==> src/rtl/fetch_pkg.sv <==
// Shared types and constants for the instruction fetch sequencer.
package fetch_pkg;
  localparam int DATA_W     = 32;
  localparam int ADDR_W     = 32;
  localparam int INST_BYTES = 4;

  typedef enum logic [1:0] {
    IDLE  = 2'd0,
    RUN   = 2'd1,
    FAULT = 2'd2
  } state_t;

  typedef struct packed {
    logic [ADDR_W-1:0] pc;
    logic [DATA_W-1:0] data;
  } fetch_entry_t;

  function automatic logic is_aligned(input logic [ADDR_W-1:0] addr);
    return addr[1:0] == 2'b00;
  endfunction
endpackage

==> src/rtl/fetch_queue.sv <==
// Two-entry FIFO of fetched {pc, data} pairs; slot0 is always the head.
module fetch_queue
  import fetch_pkg::*;
(
  input  logic         clk,
  input  logic         rst,
  input  logic         push,
  input  logic         pop,
  input  logic         flush,
  input  fetch_entry_t din,
  output logic [1:0]   count,
  output fetch_entry_t head,
  output logic         valid
);
  fetch_entry_t slot0, slot1;
  logic         do_pop;

  assign do_pop = pop && (count != 2'd0);

  always_ff @(posedge clk) begin
    if (rst) begin
      count <= 2'd0;
      slot0 <= '0;
      slot1 <= '0;
    end else if (flush) begin
      count <= 2'd0;
    end else begin
      case ({push, do_pop})
        2'b10: begin
          if (count == 2'd0) slot0 <= din;
          else               slot1 <= din;
          count <= count + 2'd1;
        end
        2'b01: begin
          slot0 <= slot1;
          count <= count - 2'd1;
        end
        2'b11: begin
          // With one entry the new word becomes the head directly.
          if (count == 2'd1) begin
            slot0 <= din;
          end else begin
            slot0 <= slot1;
            slot1 <= din;
          end
        end
        default: ;
      endcase
    end
  end

  assign head  = slot0;
  assign valid = (count != 2'd0);
endmodule

==> src/rtl/fetch_controller.sv <==
// Fetch sequencer: owns the PC, issues one-cycle-latency memory reads and
// buffers returned words for decode over a valid/ready handshake.
module fetch_controller
  import fetch_pkg::*;
#(
  parameter int          DATA_WIDTH = 32,
  parameter int          ADDR_WIDTH = 32,
  parameter int          MEM_SIZE   = 1024,
  parameter int unsigned RESET_PC   = 0
) (
  input  logic                  clk,
  input  logic                  rst,
  input  logic                  fetch_en,
  input  logic                  redirect_valid,
  input  logic [ADDR_WIDTH-1:0] redirect_pc,
  output logic [ADDR_WIDTH-1:0] imem_addr,
  input  logic [DATA_WIDTH-1:0] imem_rdata,
  output logic                  inst_valid,
  input  logic                  inst_ready,
  output logic [DATA_WIDTH-1:0] inst_data,
  output logic [ADDR_WIDTH-1:0] inst_pc,
  output logic                  fetch_fault
);
  localparam logic [ADDR_WIDTH-1:0] PC_LIMIT = ADDR_WIDTH'(MEM_SIZE * INST_BYTES);
  localparam logic [ADDR_WIDTH-1:0] PC_INIT  = ADDR_WIDTH'(RESET_PC);

  state_t                state_q;
  logic [ADDR_WIDTH-1:0] pc_q, ipc_q;
  logic                  inflight_q, fault_q;
  logic                  pop, in_range, issue;
  logic [2:0]            occupancy;
  logic [1:0]            count;
  fetch_entry_t          head, din;

  assign pop      = inst_valid && inst_ready;
  assign in_range = pc_q < PC_LIMIT;
  // Credit: queued + in-flight words after this cycle's pop must leave room.
  assign occupancy = {1'b0, count} + {2'b00, inflight_q} - {2'b00, pop};
  assign issue = (state_q == RUN) && fetch_en && !redirect_valid && in_range
                 && (occupancy < 3'd2);

  always_ff @(posedge clk) begin
    if (rst) begin
      state_q    <= IDLE;
      pc_q       <= PC_INIT;
      ipc_q      <= '0;
      inflight_q <= 1'b0;
      fault_q    <= 1'b0;
    end else if (redirect_valid) begin
      pc_q       <= redirect_pc;
      inflight_q <= 1'b0;
      if (!is_aligned(redirect_pc)) begin
        state_q <= FAULT;
        fault_q <= 1'b1;
      end else begin
        fault_q <= 1'b0;
        state_q <= (state_q == IDLE || !fetch_en) ? IDLE : RUN;
      end
    end else begin
      inflight_q <= issue;
      if (issue) begin
        ipc_q <= pc_q;
        pc_q  <= pc_q + ADDR_WIDTH'(INST_BYTES);
      end
      case (state_q)
        IDLE: if (fetch_en) state_q <= RUN;
        RUN: begin
          if (!fetch_en) begin
            state_q <= IDLE;
          end else if (!in_range) begin
            state_q <= FAULT;
            fault_q <= 1'b1;
          end
        end
        FAULT: ;
        default: state_q <= IDLE;
      endcase
    end
  end

  assign din = '{pc: ipc_q, data: imem_rdata};

  fetch_queue u_queue (
    .clk   (clk),
    .rst   (rst),
    .push  (inflight_q),
    .pop   (pop),
    .flush (redirect_valid),
    .din   (din),
    .count (count),
    .head  (head),
    .valid (inst_valid)
  );

  assign imem_addr   = pc_q;
  assign inst_data   = head.data;
  assign inst_pc     = head.pc;
  assign fetch_fault = fault_q;
endmodule

==> config.mk <==
export PLATFORM = sky130hd
export DESIGN_NAME = fetch_controller
export DESIGN_NICKNAME = d
export VERILOG_FILES = /design/src/rtl/fetch_pkg.sv /design/src/rtl/fetch_queue.sv /design/src/rtl/fetch_controller.sv
export SDC_FILE = /design/constraint.sdc
export NUM_CORES = 1
export LEC_CHECK = 0
export ABC_AREA = 1
export CORE_MARGIN = 1.5
export CORE_UTILIZATION = 35
export CTS_CLUSTER_DIAMETER = 100
export DETAILED_ROUTE_END_ITERATION = 10
export GPL_TIMING_DRIVEN = 0
export SLEW_MARGIN = 20
export SYNTH_ARGS = -nofsm -noshare
export SYNTH_HDL_FRONTEND = slang
export SYNTH_SLANG_ARGS = --single-unit
==> constraint.sdc <==
create_clock -name clk -period 8.2 [get_ports clk]
set_clock_uncertainty 0.05 [all_clocks]
set_input_delay 1.64 -clock clk [delete_from_list [all_inputs] [get_ports clk]]
set_output_delay 1.64 -clock clk [all_outputs]
set_load 0.005 [all_outputs]
==> PnR_summary.wiki, run 1 <==
{| class="wikitable"
! Metric !! Value
|-
| Total setup violations reported at the end of the flow || 0
|-
| Internal cell power || 1.454 mW
|-
| Unrepaired setup endpoints after global routing || no
|-
| Sequential cell fraction of total power || 0.502
|-
| Total overflow reported by the global router || 0
|-
| Initial core utilization || 0.3591
|-
| Global-route wire length before repair || 36100 um
|-
| Fraction of power consumed by the clock network || 0.430
|-
| Cell with the most instances after synthesis || sky130_fd_sc_hd__inv_1
|-
| Placer's final routability congestion estimate || 0.8275
|-
| Prevailing post-synth register cell || sky130_fd_sc_hd__dfxtp_1
|-
| Clk_lat worst skew || 0.44 ns
|-
| Highest net fanout along the worst path || 10
|-
| Power after layout || 1.953 mW
|-
| Commonest cells in the netlist || 228 x sky130_fd_sc_hd__inv_1, 198 x sky130_fd_sc_hd__dfxtp_1, 163 x sky130_fd_sc_hd__a21oi_1
|-
| Final-report max-slew violation count || 0
|-
| Routed vias || 7605
|-
| Core Region || 0.02285 mm2
|-
| CP Cell Sequence || clkdlybuf4s50_1 -> nand2_1 -> inv_1 -> ha_1 -> or2_2 -> fa_1 -> nor2_1 -> nor2_1 -> nand2_1 -> inv_1 -> nand3_4 -> buf_2 -> nand3_1 -> a21oi_1
|-
| Final Instance Count excl. Fillers || about 1600
|-
| Buffer cell driving the clock tree root || sky130_fd_sc_hd__clkbuf_16
|-
| Path category of the worst min-delay check || flip-flop to flip-flop
|-
| Min cycle time layout || 3.887 ns
|-
| Synthesized net count || roughly 1200
|-
| Critical Path Start Type || primary input
|-
| Clock tree from TritonCTS || built
|-
| Switch share || 0.2556
|-
| Relative slew margins || 0.5571
|-
| DR iter-0 viols || about 480
|-
| Share of synthesized area occupied by flip-flops and latches || 0.4831
|-
| Antenna violations before repair || 0
|-
| Largest net degree at the start of global routing || 22
|-
| Number of placed cells counting well taps || 1578
|-
| Achievable frequency || 0.2573 GHz
|-
| Number of enable flip-flop cells after synthesis || 0
|-
| Combined area of all synthesized cells || between 0.008 and 0.009 mm2
|-
| Crit share post-route || 0.4740
|-
| Cell type with the largest total area after synthesis || sky130_fd_sc_hd__dfxtp_1
|-
| Die boundary height || around 160 um
|-
| Max-cap viol count || 0
|-
| Cell depth of the worst min-delay path || 2
|-
| Delay of the slowest cell on the worst path || 0.40 ns
|-
| Power Dens Cells || around 180 mW/mm2
|-
| Number of buffers added to fix hold violations after cts || 0
|-
| Run status || complete, no violations
|-
| Maximum count of clock buffers along a single path || 2
|-
| Total number of nets in the final design || 1360
|-
| Number of distinct library cell variants in the gate-level netlist after synthesis || 30
|-
| Worst-margin pin slew || 0.6643 ns
|-
| Share of final-layout standard cells stronger than drive strength 1 || 0.06708
|-
| Number of iterations in the first detailed-routing pass || 5
|-
| Area occupied by multi-input gates || 0.003010 mm2
|-
| Total wire length || 22440 um
|-
| Number of sinks driven by the clock tree || 198
|-
| Fin util || 0.4749
|-
| Clock-pin transition on the worst setup and hold timing paths || 0.07 ns
|-
| IR drop worst, VDD || about 0.13 mV
|-
| Final Hold Viols || 0
|-
| H-Tree Depth || 4
|-
| Post-detailed-placement half-perimeter wirelength || 15920 um
|-
| DIE WIDTH || between 150 and 200 um
|-
| Total area of sequential cells || 0.003964 mm2
|-
| Element type at the critical path end || flip-flop
|-
| Depth of the worst register-to-register path || 16
|-
| Mean routed wirelength per cell || 13.94 um
|-
| Area share of the leading cell type in the synthesized netlist || 0.4831
|-
| Number of vias per cell after detailed routing || 4.724
|-
| Post-CTS Setup Inserts || 0
|-
| IO Pins || 167
|-
| GRT Util Overall || 0.1858
|-
| TritonCTS buffer count || 17
|-
| Row cnt || 55
|-
| DRC viols || 0
|-
| Crit path kind || primary input to flip-flop
|-
| Number of synthesized register bits || 198
|-
| Port bufs || between 150 and 200
|-
| Required arrival time at the worst endpoint || 8.50 ns
|-
| Leakage || approximately 4.3 nW
|-
| Slowest-stage cell, CP || sky130_fd_sc_hd__clkdlybuf4s50_1
|-
| Number of global-route vias before repair || 7088
|-
| Number of standard cells after synthesis || 1100
|-
| Antenna Diode Count || 0
|-
| Gate power share || 0.068
|-
| YS warnings || 0
|-
| Synth-to-Final Area Change || 32.22%
|-
| Net Switching || approximately 500 uW
|-
| Area enclosed by the die boundary || 0.02437 mm2
|-
| Total negative slack for setup checks || 0 ns
|-
| Cell types occupying the most area after synthesis || sky130_fd_sc_hd__dfxtp_1 48%, sky130_fd_sc_hd__inv_1 10%, sky130_fd_sc_hd__a21oi_1 9.9%
|-
| Final-layout fill cell count || 2364
|-
| Quantity of gates resized following cts || 0
|-
| Post-Syn Area per Cell || 7.459 um2
|-
| Antenna viol nets, final || 0
|-
| Data arrival at the endpoint of the critical path || roughly 4.2 ns
|-
| Share of flip-flops with an asynchronous set or reset || 0
|}
==> routing by layer <==
metal,part of all wire,wire length [um],up-vias,global-route usage
met3,0.070,1579,11,0.05222
met2,0.43,9611,219,0.2887
met1,0.50,11120,3453,0.2570
met4,0.0057,127,0,0.03673
met5,0,0,-,0
li1,-,-,3922,-
==> placed cells by master, fill, tap and decap left out, drive strengths merged, types with 5 or more instances in the layout <==
| cell | synthesis | layout |
|---|---|---|
| inv | 231 | 240 |
| dfxtp | 198 | 198 |
| clkdlybuf4s50 | 0 | 165 |
| a21oi | 164 | 164 |
| o21ai | 148 | 148 |
| nand2 | 80 | 80 |
| o22ai | 65 | 65 |
| nand3 | 58 | 58 |
| nor2 | 54 | 54 |
| buf | 51 | 51 |
| clkbuf | 27 | 44 |
| ha | 6 | 6 |
| clkinv | 1 | 6 |
| xnor2 | 5 | 5 |
==> critical path, delay by kind of cell <==
family          cells  cell delay, ns
simple gates        7            0.93
buf+inv             4            0.79
fa+ha+maj           2            0.64
compound gates      1            0.19
==> through the flow <==
stage                     instance area [um2]  worst slack (ns)  hold WS, ns
after floorplan                          8205             4.620       0.3791
after global placement                  10250             3.905       0.3882
after detailed placement                10250             3.859       0.3925
after CTS                               10850             4.322       0.4043
after global routing                    10850             4.066       0.4212
final                                   10850             4.313       0.4033
==> worst paths after layout <==
check | end | from | slack (ns)
max | imem_addr[7] | inst_ready | 4.31
min | u_queue.slot1[42] | u_queue.slot1[42] | 0.40
max reg2reg | imem_addr[7] | u_queue.count[1] | 5.21
min reg2reg | u_queue.slot1[42] | u_queue.slot1[42] | 0.40
==> sequential cells by signal, summed over array words and instances (netlist names) <==
name / flops
fetch_fault: 1
inflight_q: 1
ipc_q: 32
u_queue.head: 64
state_q: 2
u_queue.count: 2
imem_addr: 32
u_queue.slot1: 64
==> power groups by stage <==
stage / clock [mW] / sequential (mW) / combinational, mW
after floorplan: 0 / 1.00 / 0.0594
after global placement: 0 / 1.00 / 0.131
after detailed placement: 0 / 1.00 / 0.132
after CTS: 0.857 / 0.981 / 0.133
after global routing: 0.897 / 0.983 / 0.147
final: 0.840 / 0.981 / 0.132
==> final cells by class <==
cell class              count  share of cell area
plain buffers              78             0.03321
repair buffers            165              0.1522
clock inverters            15             0.01615
flip-flops and latches    198              0.3654
multi-input cells         592              0.2775
well taps                 313             0.03610
inverters                 232             0.08027
clock buffers              17             0.03921
==> cells by family after synthesis <==
group                      count (synthesis)  synth area share
xor gates and xnor gates                   9          0.009606
AOI/OAI and AO/OA                        381            0.2440
and+or+nand+nor                          195            0.1017
adders and majority gates                  7           0.01159
DFF                                      198            0.4831
buffers and inverters                    310            0.1500
Power figures use the tool's default switching activity.
==> inputs of run 2 (changes only) <==
==> constraint.sdc (replaced) <==
create_clock -name clk -period 3.8 [get_ports clk]
set_clock_uncertainty 0.05 [all_clocks]
set_input_delay 0.76 -clock clk [delete_from_list [all_inputs] [get_ports clk]]
set_output_delay 0.76 -clock clk [all_outputs]
set_load 0.005 [all_outputs]
==> results of run 2 <==
The final DEF is identical to that of run 1. Status: complete, no violations.
Among the figures that moved: setup slack after placement 3.859 ns -> 0.3387 ns; setup slack after layout 4.313 ns -> 0.7931 ns; register-to-register setup slack 5.21 ns -> 0.81 ns; total power 1.953 mW -> 4.214 mW; worst IR drop on VDD 0.1315 mV -> 0.2837 mV
